## src/rtl/demux16_dispatch_pkg.sv

```systemverilog
// Shared constants for the 16-way dispatch demux and its companion lib muxes.
package demux16_dispatch_pkg;
  localparam int NLANES = 16;
  localparam int SELW   = 4;
endpackage

```

## src/rtl/demux_lane.sv

```systemverilog
// One output lane: a single registered entry that loads on dispatch and drains on out_ready.
module demux_lane #(
  parameter int W = 1
) (
  input  logic         clk,
  input  logic         rst,
  input  logic         load,
  input  logic [W-1:0] in_data,
  input  logic         out_ready,
  output logic         out_valid,
  output logic [W-1:0] out_data
);
  logic         valid_d, valid_q;
  logic [W-1:0] data_d, data_q;

  // A load in the same cycle as a drain keeps the lane full with the new word.
  always_comb begin
    valid_d = valid_q;
    data_d  = data_q;
    if (valid_q && out_ready) valid_d = 1'b0;
    if (load) begin
      valid_d = 1'b1;
      data_d  = in_data;
    end
  end

  always_ff @(posedge clk or posedge rst) begin
    if (rst) begin
      valid_q <= 1'b0;
      data_q  <= '0;
    end else begin
      valid_q <= valid_d;
      data_q  <= data_d;
    end
  end

  assign out_valid = valid_q;
  assign out_data  = data_q;
endmodule

```

## src/rtl/demux16_dispatch.sv

```systemverilog
// Routes one input word per cycle to one of 16 single-entry output lanes, selected by in_sel.
module demux16_dispatch
  import demux16_dispatch_pkg::*;
#(
  parameter int W = 1
) (
  input  logic                clk,
  input  logic                rst,
  input  logic                in_valid,
  output logic                in_ready,
  input  logic [SELW-1:0]     in_sel,
  input  logic [W-1:0]        in_data,
  output logic [NLANES-1:0]   out_valid,
  input  logic [NLANES-1:0]   out_ready,
  output logic [NLANES*W-1:0] out_data,
  output logic                busy
);
  logic [NLANES-1:0] load;

  // Ready only looks at the addressed lane, so a stuck lane blocks the whole input stream.
  assign in_ready = !out_valid[in_sel] | out_ready[in_sel];

  always_comb begin
    load = '0;
    if (in_valid && in_ready) load[in_sel] = 1'b1;
  end

  for (genvar i = 0; i < NLANES; i++) begin : g_lane
    demux_lane #(.W(W)) u_lane (
      .clk      (clk),
      .rst      (rst),
      .load     (load[i]),
      .in_data  (in_data),
      .out_ready(out_ready[i]),
      .out_valid(out_valid[i]),
      .out_data (out_data[i*W +: W])
    );
  end

  assign busy = |out_valid;
endmodule

```

## config.mk

```make
export PLATFORM = sky130hd
export DESIGN_NAME = demux16_dispatch
export DESIGN_NICKNAME = d
export VERILOG_FILES = /design/src/rtl/demux16_dispatch_pkg.sv /design/src/rtl/demux_lane.sv /design/src/rtl/demux16_dispatch.sv
export SDC_FILE = /design/constraint.sdc
export NUM_CORES = 1
export LEC_CHECK = 0
export ABC_AREA = 0
export BUFFER_PORTS_ARGS = -buffer_cell sky130_fd_sc_hd__buf_2
export CAP_MARGIN = 10
export CORE_ASPECT_RATIO = 1.5
export CORE_MARGIN = 1
export CORE_UTILIZATION = 35
export DETAILED_ROUTE_END_ITERATION = 7
export PLACE_DENSITY_LB_ADDON = 0.2
export SLEW_MARGIN = 20
export SYNTH_ARGS = -nofsm -noshare
export SYNTH_HDL_FRONTEND = slang
export SYNTH_SLANG_ARGS = --single-unit
```

## constraint.sdc

```tcl
create_clock -name clk -period 3.45 [get_ports clk]
set_input_delay 0.5175 -clock clk [delete_from_list [all_inputs] [get_ports clk]]
set_output_delay 0.5175 -clock clk [all_outputs]
set_load 0.01 [all_outputs]
```

==> impl.org, run 1 <==
** Drt
- Via Count :: roughly 1400
- Ratio of routed vias to standard cells :: 5.09
- The detailed router finished its first iteration with 90 violations.
- Average routed wire per standard cell :: between 15 and 20 um
- Summed over all layers, the routed wires come to 4.97 mm.
- Once detail routing completed, the nets flagged for antenna violations numbered 0.
- Remaining design rule violation count :: 0
- Before antenna repair, the detailed router went through 4 iterations.

** Floorplan
- The floorplan step defined a die boundary enclosing 6420 um^2.
- Initial core utilization :: a little over a third
- Floorplan row count :: 34
- Measured along the y axis, the die boundary spans about 98 um.
- In this run the count of I/O pins placed on the die edge is 58.
- Floorplan die width :: between 60 and 70 um
- The floorplan step defined a core boundary enclosing 5830 um^2.

** Cells and area
- 0 antenna diodes ended up in the layout.
- Layout fillers :: 595
- From synthesis to final layout, the design area changed by 5.92%.
- After the last flow step, the layout net total stands at 232.
- The post-route netlist has a little over half of its cells at a drive strength greater than 1.
- For this run, the share of the core covered by cells in the final layout is 38.8%.

** Power
- Dividing total power by cell area gives a power density of around 440 nW/um^2.
- For this design the static power due to leakage is 1.05 nW.
- VDD sags by at most 0.000203 V.

** Placed design
- Worst setup slack before clock tree synthesis :: 0.598 ns
- Routability-driven placement finished with a final weighted congestion of 0.812.
- The HPWL after detailed placement is 3.76 mm.
- IO Port Bufs :: 57

** Global routing
- First-pass GRT wire length :: 7.87 mm
- Total track usage :: between 10% and 20%
- Entering global routing, the biggest net connects 33 pins.
- After global routing the overflow that remains totals 0.
- Initial antenna violation count :: 0
- Number of global-route vias before repair :: 1490

** Timing
- Portion of the clock cycle consumed by the worst path in the final layout :: 82.1%
- Clock skew on the completed layout was measured at 0.0120 ns.
- Setup repair after global routing left no endpoint under its margin.
- Actual transition at the worst max-transition pin :: 0.548 ns
- The number of hold-slack violations in the final timing report was 0.
- Hold timing on the final database bottoms out at a slack of 0.314 ns.
- Final critical-path required period :: between 2 and 3 ns
- Setup violations remaining at the end of the flow were counted as 0.
- Based on the critical path, the design can be clocked at up to 0.353 GHz.
- Adding up every negative setup slack in the final design gives 0 ns.
- Number of max-slew violations in the final report :: 0
- Measured against its own limit, the worst slew margin works out to 63.4%.
- In the post-route analysis, the smallest setup slack over all paths is 0.618 ns.

** Setup path
- The critical path is of the in -> out type.
- STA classifies the critical path startpoint as an input port.
- Worst EP required :: 2.93 ns
- Length in cells of the worst reg-to-reg path :: 6
- Data arrival time at the worst-slack endpoint :: 2.31 ns
- The worst setup path is captured at an output port.
- Along the worst path, the maximum fanout reaches 17.

** Clocking
- Clock latency on the worst-skew pair :: between 0.2 and 0.3 ns
- Number of H-tree branching levels :: 2
- CTS buffer count :: 5
- Largest buffer count on any clock path :: 2
- Worst-path clk slew :: 0.07 ns
- For this design, the CTS-stage hold fixing added 0 buffers.
- Clock tree from TritonCTS :: built
- The tree built by TritonCTS fans out to 32 sinks.
- Number of buffers added for setup after CTS :: 0
- Clock root buffer master :: sky130_fd_sc_hd__clkbuf_8
- Post-CTS Resized :: 0

** Logic synthesis
- After synthesis the cells add up to about 2100 um^2.
- Post-Synth Simple-Gate Area :: approximately 8.9%
- After synthesis, the netlist uses 30 different library cells.
- Of the post-synthesis cell area, the dominant cell type holds 37.5%.
- Largest family of logic cells by synthesized area :: buffers and inverters
- The synthesized netlist devotes 0% of its cell area to adder and majority cells.
- After synthesis, the cell types taking the most area are sky130_fd_sc_hd__dfrtp_1 38%, sky130_fd_sc_hd__buf_4 11%, sky130_fd_sc_hd__mux2_4 7.0%, sky130_fd_sc_hd__mux4_2 6.3%, sky130_fd_sc_hd__o22ai_2 5.3%.
- The synthesized netlist devotes around 15% of its cell area to compound gates.
- Number of nets produced by synthesis :: 208
- In the synthesized netlist the dominant register cell turns out to be sky130_fd_sc_hd__dfrtp_1.
- The cell count after synthesis came out at 184.
- Mean post-synth cell area :: ~12 um^2
- After synthesis the netlist holds a flip-flop and latch count of 32.
- The biggest area contributor in the post-synthesis netlist is sky130_fd_sc_hd__dfrtp_1.
- XOR/XNOR Fraction of Synth Area :: 0%
- By count the netlist is led by 32 x sky130_fd_sc_hd__buf_4, 32 x sky130_fd_sc_hd__dfrtp_1, 18 x sky130_fd_sc_hd__inv_1.
- In the synthesized netlist, mux cells make up 19.0% of the area.
- Post-synth EDFFs :: 0
- Number of warnings reported in the yosys synthesis log :: 0
- Counting flops with an async set or reset pin after synthesis yields a share of 100%.
- Share of synthesized area occupied by flip-flops and latches :: 37.5%

** Run status
- The flow ran to the end, and the final reports show no timing, DRC or antenna violations.

** Job
- Max-cap violations :: 0

** Worst hold path
- Worst hold path type :: in -> async
[worst max-delay path, stage by stage]
cell                     delay, ns
sky130_fd_sc_hd__buf_2        0.31
sky130_fd_sc_hd__mux4_2       0.57
sky130_fd_sc_hd__a22o_4       0.30
sky130_fd_sc_hd__nor2_8       0.10
sky130_fd_sc_hd__and2_4       0.30
sky130_fd_sc_hd__inv_1        0.06
sky130_fd_sc_hd__buf_2        0.14
[stage by stage]
stage / instance area (um^2) / cells / power (mW)
2_1_floorplan: 2130 / 184 / 0.719
3_3_place_gp: 2180 / 273 / 0.736
3_5_place_dp: 2180 / 273 / 0.738
4_1_cts: 2260 / 280 / 1.02
5_1_grt: 2260 / 280 / 1.06
6_report: 2260 / 280 / 1.00
[layer usage]
layer	wire, um	global-route usage [%]	vias to the layer above	share of wire [%]
met1	1980	20.2	697	40
li1	-	-	673	-
met3	264	4.23	10	5.3
met2	2630	27.2	45	53
met4	91	6.69	0	1.8
met5	0	0	-	0
[area by class of cell]
| class | instances | area, um^2 | share of cell area, % |
|---|---|---|---|
| flip-flops and latches | 32 | 801 | 35.4 |
| multi-input cells | 91 | 916 | 40.5 |
| repair buffers | 60 | 308 | 13.6 |
| clock inverters | 1 | 5.00 | 0.221 |
| well taps | 72 | 90.1 | 3.99 |
| clock buffers | 6 | 72.6 | 3.21 |
| inverters | 18 | 67.6 | 2.99 |
[power by group]
| part | total, mW | switching (mW) | internal (mW) | leakage (nW) |
|---|---|---|---|---|
| logic | 0.266 | 0.132 | 0.134 | 0.592 |
| clock network | 0.276 | 0.139 | 0.137 | 0.0410 |
| registers | 0.462 | 0.0331 | 0.429 | 0.416 |
[layout by cell type, fill, tap and decap left out, drive strengths merged]
| cell | count |
|---|---|
| a21oi | 16 |
| a22o | 2 |
| a22oi | 2 |
| and2 | 2 |
| buf | 60 |
| clkbuf | 6 |
| clkinv | 1 |
| dfrtp | 32 |
| inv | 18 |
| mux2 | 16 |
| mux4 | 8 |
| nand2 | 1 |
| nand3 | 12 |
| nand4 | 5 |
| nor2 | 3 |
| nor2b | 4 |
| nor4 | 4 |
| o22ai | 16 |
[flip-flops by register name (all words and copies together) (netlist names)]
register	cells
g_lane.u_lane.out_data	16
g_lane.u_lane.out_valid	16
[kinds of logic (layout without fill, tap and decap cells)]
kind of cell           Yosys count  count (layout)
AND/OR/NAND/NOR                 31              31
AO/OA/AOI/OAI                   36              36
flip-flops                      32              32
multiplexers                    24              24
buffers and inverters           61              85
[worst paths after layout]
kind | startpoint | endpoint | slack (ns)
min in group clk | out_ready[11] | g_lane[11].u_lane.out_valid | 0.43
worst max-delay path | in_sel[0] | in_ready | 0.62
max in group asynchronous | rst | g_lane[0].u_lane.out_data | 2.81
worst min-delay path | rst | g_lane[5].u_lane.out_valid | 0.31
worst max register to register | g_lane[1].u_lane.out_valid | g_lane[5].u_lane.out_data | 1.38
worst min register to register | g_lane[4].u_lane.out_data | g_lane[4].u_lane.out_data | 0.51
Note: power is estimated with default switching activity, not from simulation.
==> inputs of run 2 (changes only) <==
==> constraint.sdc (replaced) <==
create_clock -name clk -period 2.57 [get_ports clk]
set_input_delay 0.3855 -clock clk [delete_from_list [all_inputs] [get_ports clk]]
set_output_delay 0.3855 -clock clk [all_outputs]
set_load 0.01 [all_outputs]
==> run 2 against run 1 <==
Cell count grew 1.8%; global-route usage shrank 0.072 points; highest routed layer unchanged; critical path depth is the same; worst hold slack lost 0.14 ns; register-to-register slack lost 0.88 ns; first-iteration DRC count shrank 29%; routed wire length is essentially flat; worst setup slack lost 0.47 ns; critical endpoint unchanged; clock-buffer cell count grew 2; clock power grew 45%; clock skew shrank 0.0090 ns.
==> impl.org, run 2 (synthesized netlist as in run 1, its figures left out) <==
** Cells and area
- The top cell types in the final layout, fill and taps aside, are 57 x sky130_fd_sc_hd__buf_2, 32 x sky130_fd_sc_hd__dfrtp_1, 18 x sky130_fd_sc_hd__inv_1, 12 x sky130_fd_sc_hd__nand3_1.
- Final layout net count :: 236 (+1.7%)
- From synthesis to final layout, the design area changed by 9.09%.
- Leaving out fill and tap cells, the most frequent cell in the layout is sky130_fd_sc_hd__buf_2.
- Non-filler instance count after layout :: 285 (+1.8%)
- The number of antenna repair diodes is 0 (unchanged).
- The fraction of final layout cells with drive strength greater than 1 is 54.5% (+0.61 points).

** Floorplan
- The placeable core region is 5830 um^2 (unchanged).
- Floorplan die width :: 65.7 um (unchanged)
- Floorplan row count :: 34 (unchanged)
- The floorplan die area came to 6420 um^2 (unchanged).
- The vertical die dimension is 97.6 um (unchanged).
- Initial core utilization :: 36.6% (unchanged)
- Total I/O pin count :: 58 (unchanged)

** Clocking
- Clock root buffer master :: sky130_fd_sc_hd__clkbuf_8
- Number of buffers added for setup after CTS :: 0 (unchanged)
- TritonCTS built the clock tree.
- The clock-pin transition on the worst setup and hold timing paths came to 0.06 ns (about the same).
- The clock sink count was 32 (unchanged).
- The buffer depth of the longest clock path was 2 (unchanged).
- The clock network latency to the later pin of the worst-skew pair was 0.29 ns (about the same).
- CTS buffer count :: 5 (unchanged)
- Post-CTS Resized :: 0 (unchanged)
- Number of H-tree branching levels :: 2 (unchanged)
- Hold Buf Count CTS :: 0 (unchanged)

** Global routing
- Initial antenna violation count :: 0 (unchanged)
- Remaining global-route overflow :: 0 (unchanged)
- Total track usage :: 16.5% (-0.072 points)
- The maximum number of pins on one net before global-route repair came to 33 (unchanged).
- The first-pass GRT wire length is 7.83 mm (-0.52%).
- The via count of the first global-routing pass came to 1469 (-1.4%).

** Drt
- Via Count :: 1434 (+0.63%)
- Ratio of routed vias to standard cells :: 5.03 (-1.1%)
- The number of nets with antenna violations after routing came to 0 (unchanged).
- The number of iterations in the first detailed-routing pass is 4 (unchanged).
- The starting DRC count in detailed routing was 64 (-29%).
- The overall routed net length came to 4.97 mm (about the same).
- The detailed-route DRC error count came to 0 (unchanged).
- The average wire per standard cell is 17.4 um (-1.7%).

** Timing
- Number of max-slew violations in the final report :: 0 (unchanged)
- Setup repair after global routing left no endpoint under its margin.
- Relative slew slack :: 64.8% (+1.5 points)
- The setup TNS is 0 ns (unchanged).
- Based on the critical path, the design can be clocked at up to 0.413 GHz.
- The smallest clock period supported by the final layout is computed as roughly 2.4 ns.
- Least setup slack across all paths after layout :: 0.148 ns (-0.470 ns)
- The number of hold-slack violations in the final timing report is 0 (unchanged).
- The worst-case clock skew was 0.00301 ns (-0.00902 ns).
- The final number of setup-violating endpoints came to 0 (unchanged).
- The final critical path takes up 94.3% of the cycle.
- The slew at the pin closest to its max-slew limit came to 0.526 ns (-0.0219 ns).

** Job
- The max capacitance violation total is 0 (unchanged).

** Setup path
- Ordered list of cells on the worst path :: buf_2, mux4_2, a22o_4, nor2_8, and2_4, inv_1, buf_2
- Longest individual stage delay on the worst path :: 0.56 ns (about the same)
- Crit path kind :: in -> out
- Startpoint types :: input port
- The required time of the worst setup path is 2.18 ns (-0.75 ns).
- Top fanout value on the critical path :: 15 (-2)
- The worst setup path is captured at an output port.
- Counting stages on the worst path, the most repeated cell is sky130_fd_sc_hd__buf_2.
- Slowest library cell on the worst path :: sky130_fd_sc_hd__mux4_2
- Data arrival time at the worst-slack endpoint :: 2.04 ns (-0.27 ns)

** Placed design
- Worst setup slack before clock tree synthesis :: 0.118 ns (-0.480 ns)
- Routability congestion estimate from global placement :: 0.774 (-4.7%)
- The count of buffers inserted at the top-level ports came to 57 (unchanged).
- The detailed-placement wirelength estimate was 3.80 mm (+1.1%).
- Number of placed instances with taps included :: 277 (+1.5%)

** Power
- Post-route total power :: 1.39 mW (+39%)
- Leakage power total :: 1.08 nW (+3.2%)
- Pwr dens :: 599 nW/um^2 (+35%)
- The highest ir drop seen on vdd was 0.000288 V (+42%).

** Worst hold path
- The tightest min-delay check is of the in -> async type.

** Run status
- Outcome :: complete, no violations
## run 2: cell count changes in the layout (fill, tap and decap cells not counted), sizes merged
cell	before	now
buf	60	64
clkbuf	6	8
clkinv	1	0
## run 2: cell type report
class | count | area, um^2
fill | 583 | 3500
multi-input combinational | 91 | 916
sequential | 32 | 801
timing repair buffer | 64 | 363
clock buffer | 8 | 90.1
tap | 72 | 90.1
inverter | 18 | 67.6
## run 2: critical path: cells and delay by family
kind	cells	cell delay, ns
multiplexers	1	0.56
AO/OA/AOI/OAI	1	0.30
buffers and inverters	3	0.50
AND/OR/NAND/NOR	2	0.30
## run 2: power by group
group	internal (mW)	leakage (nW)	switching, mW
clock	0.218	0.0455	0.183
sequential	0.577	0.416	0.0456
combinational	0.191	0.621	0.180
total	0.986	1.08	0.408
## run 2: final timing paths
path	start	to	slack, ns	cells past startpoint
worst max-delay path	in_sel[0]	in_ready	0.15	7
worst min-delay path	rst	g_lane[13].u_lane.out_data	0.17	3
worst max register to register	g_lane[1].u_lane.out_valid	g_lane[13].u_lane.out_data	0.50	6
worst min register to register	g_lane[11].u_lane.out_data	g_lane[11].u_lane.out_data	0.51	1
max in group asynchronous	rst	g_lane[10].u_lane.out_valid	2.10	3
min in group clk	out_ready[15]	g_lane[15].u_lane.out_valid	0.29	2
## run 2: routing by layer
layer | vias up | track usage [%] | share of wire, %
met1 | 707 | 20.7 | 42
met5 | - | 0 | 0
met3 | 5 | 3.64 | 4.5
met4 | 0 | 5.18 | 1.2
li1 | 678 | - | -
met2 | 44 | 27.6 | 52
## run 2: stage by stage
step / hold slack, ns / cell area [um^2] / util (%)
floorplan: 0.480 / 2130 / -
global placement: 0.489 / 2240 / 38.4
detailed placement: 0.488 / 2240 / 38.4
CTS: 0.188 / 2330 / 39.9
global route: 0.223 / 2330 / 39.9
finish: 0.171 / 2330 / 39.9
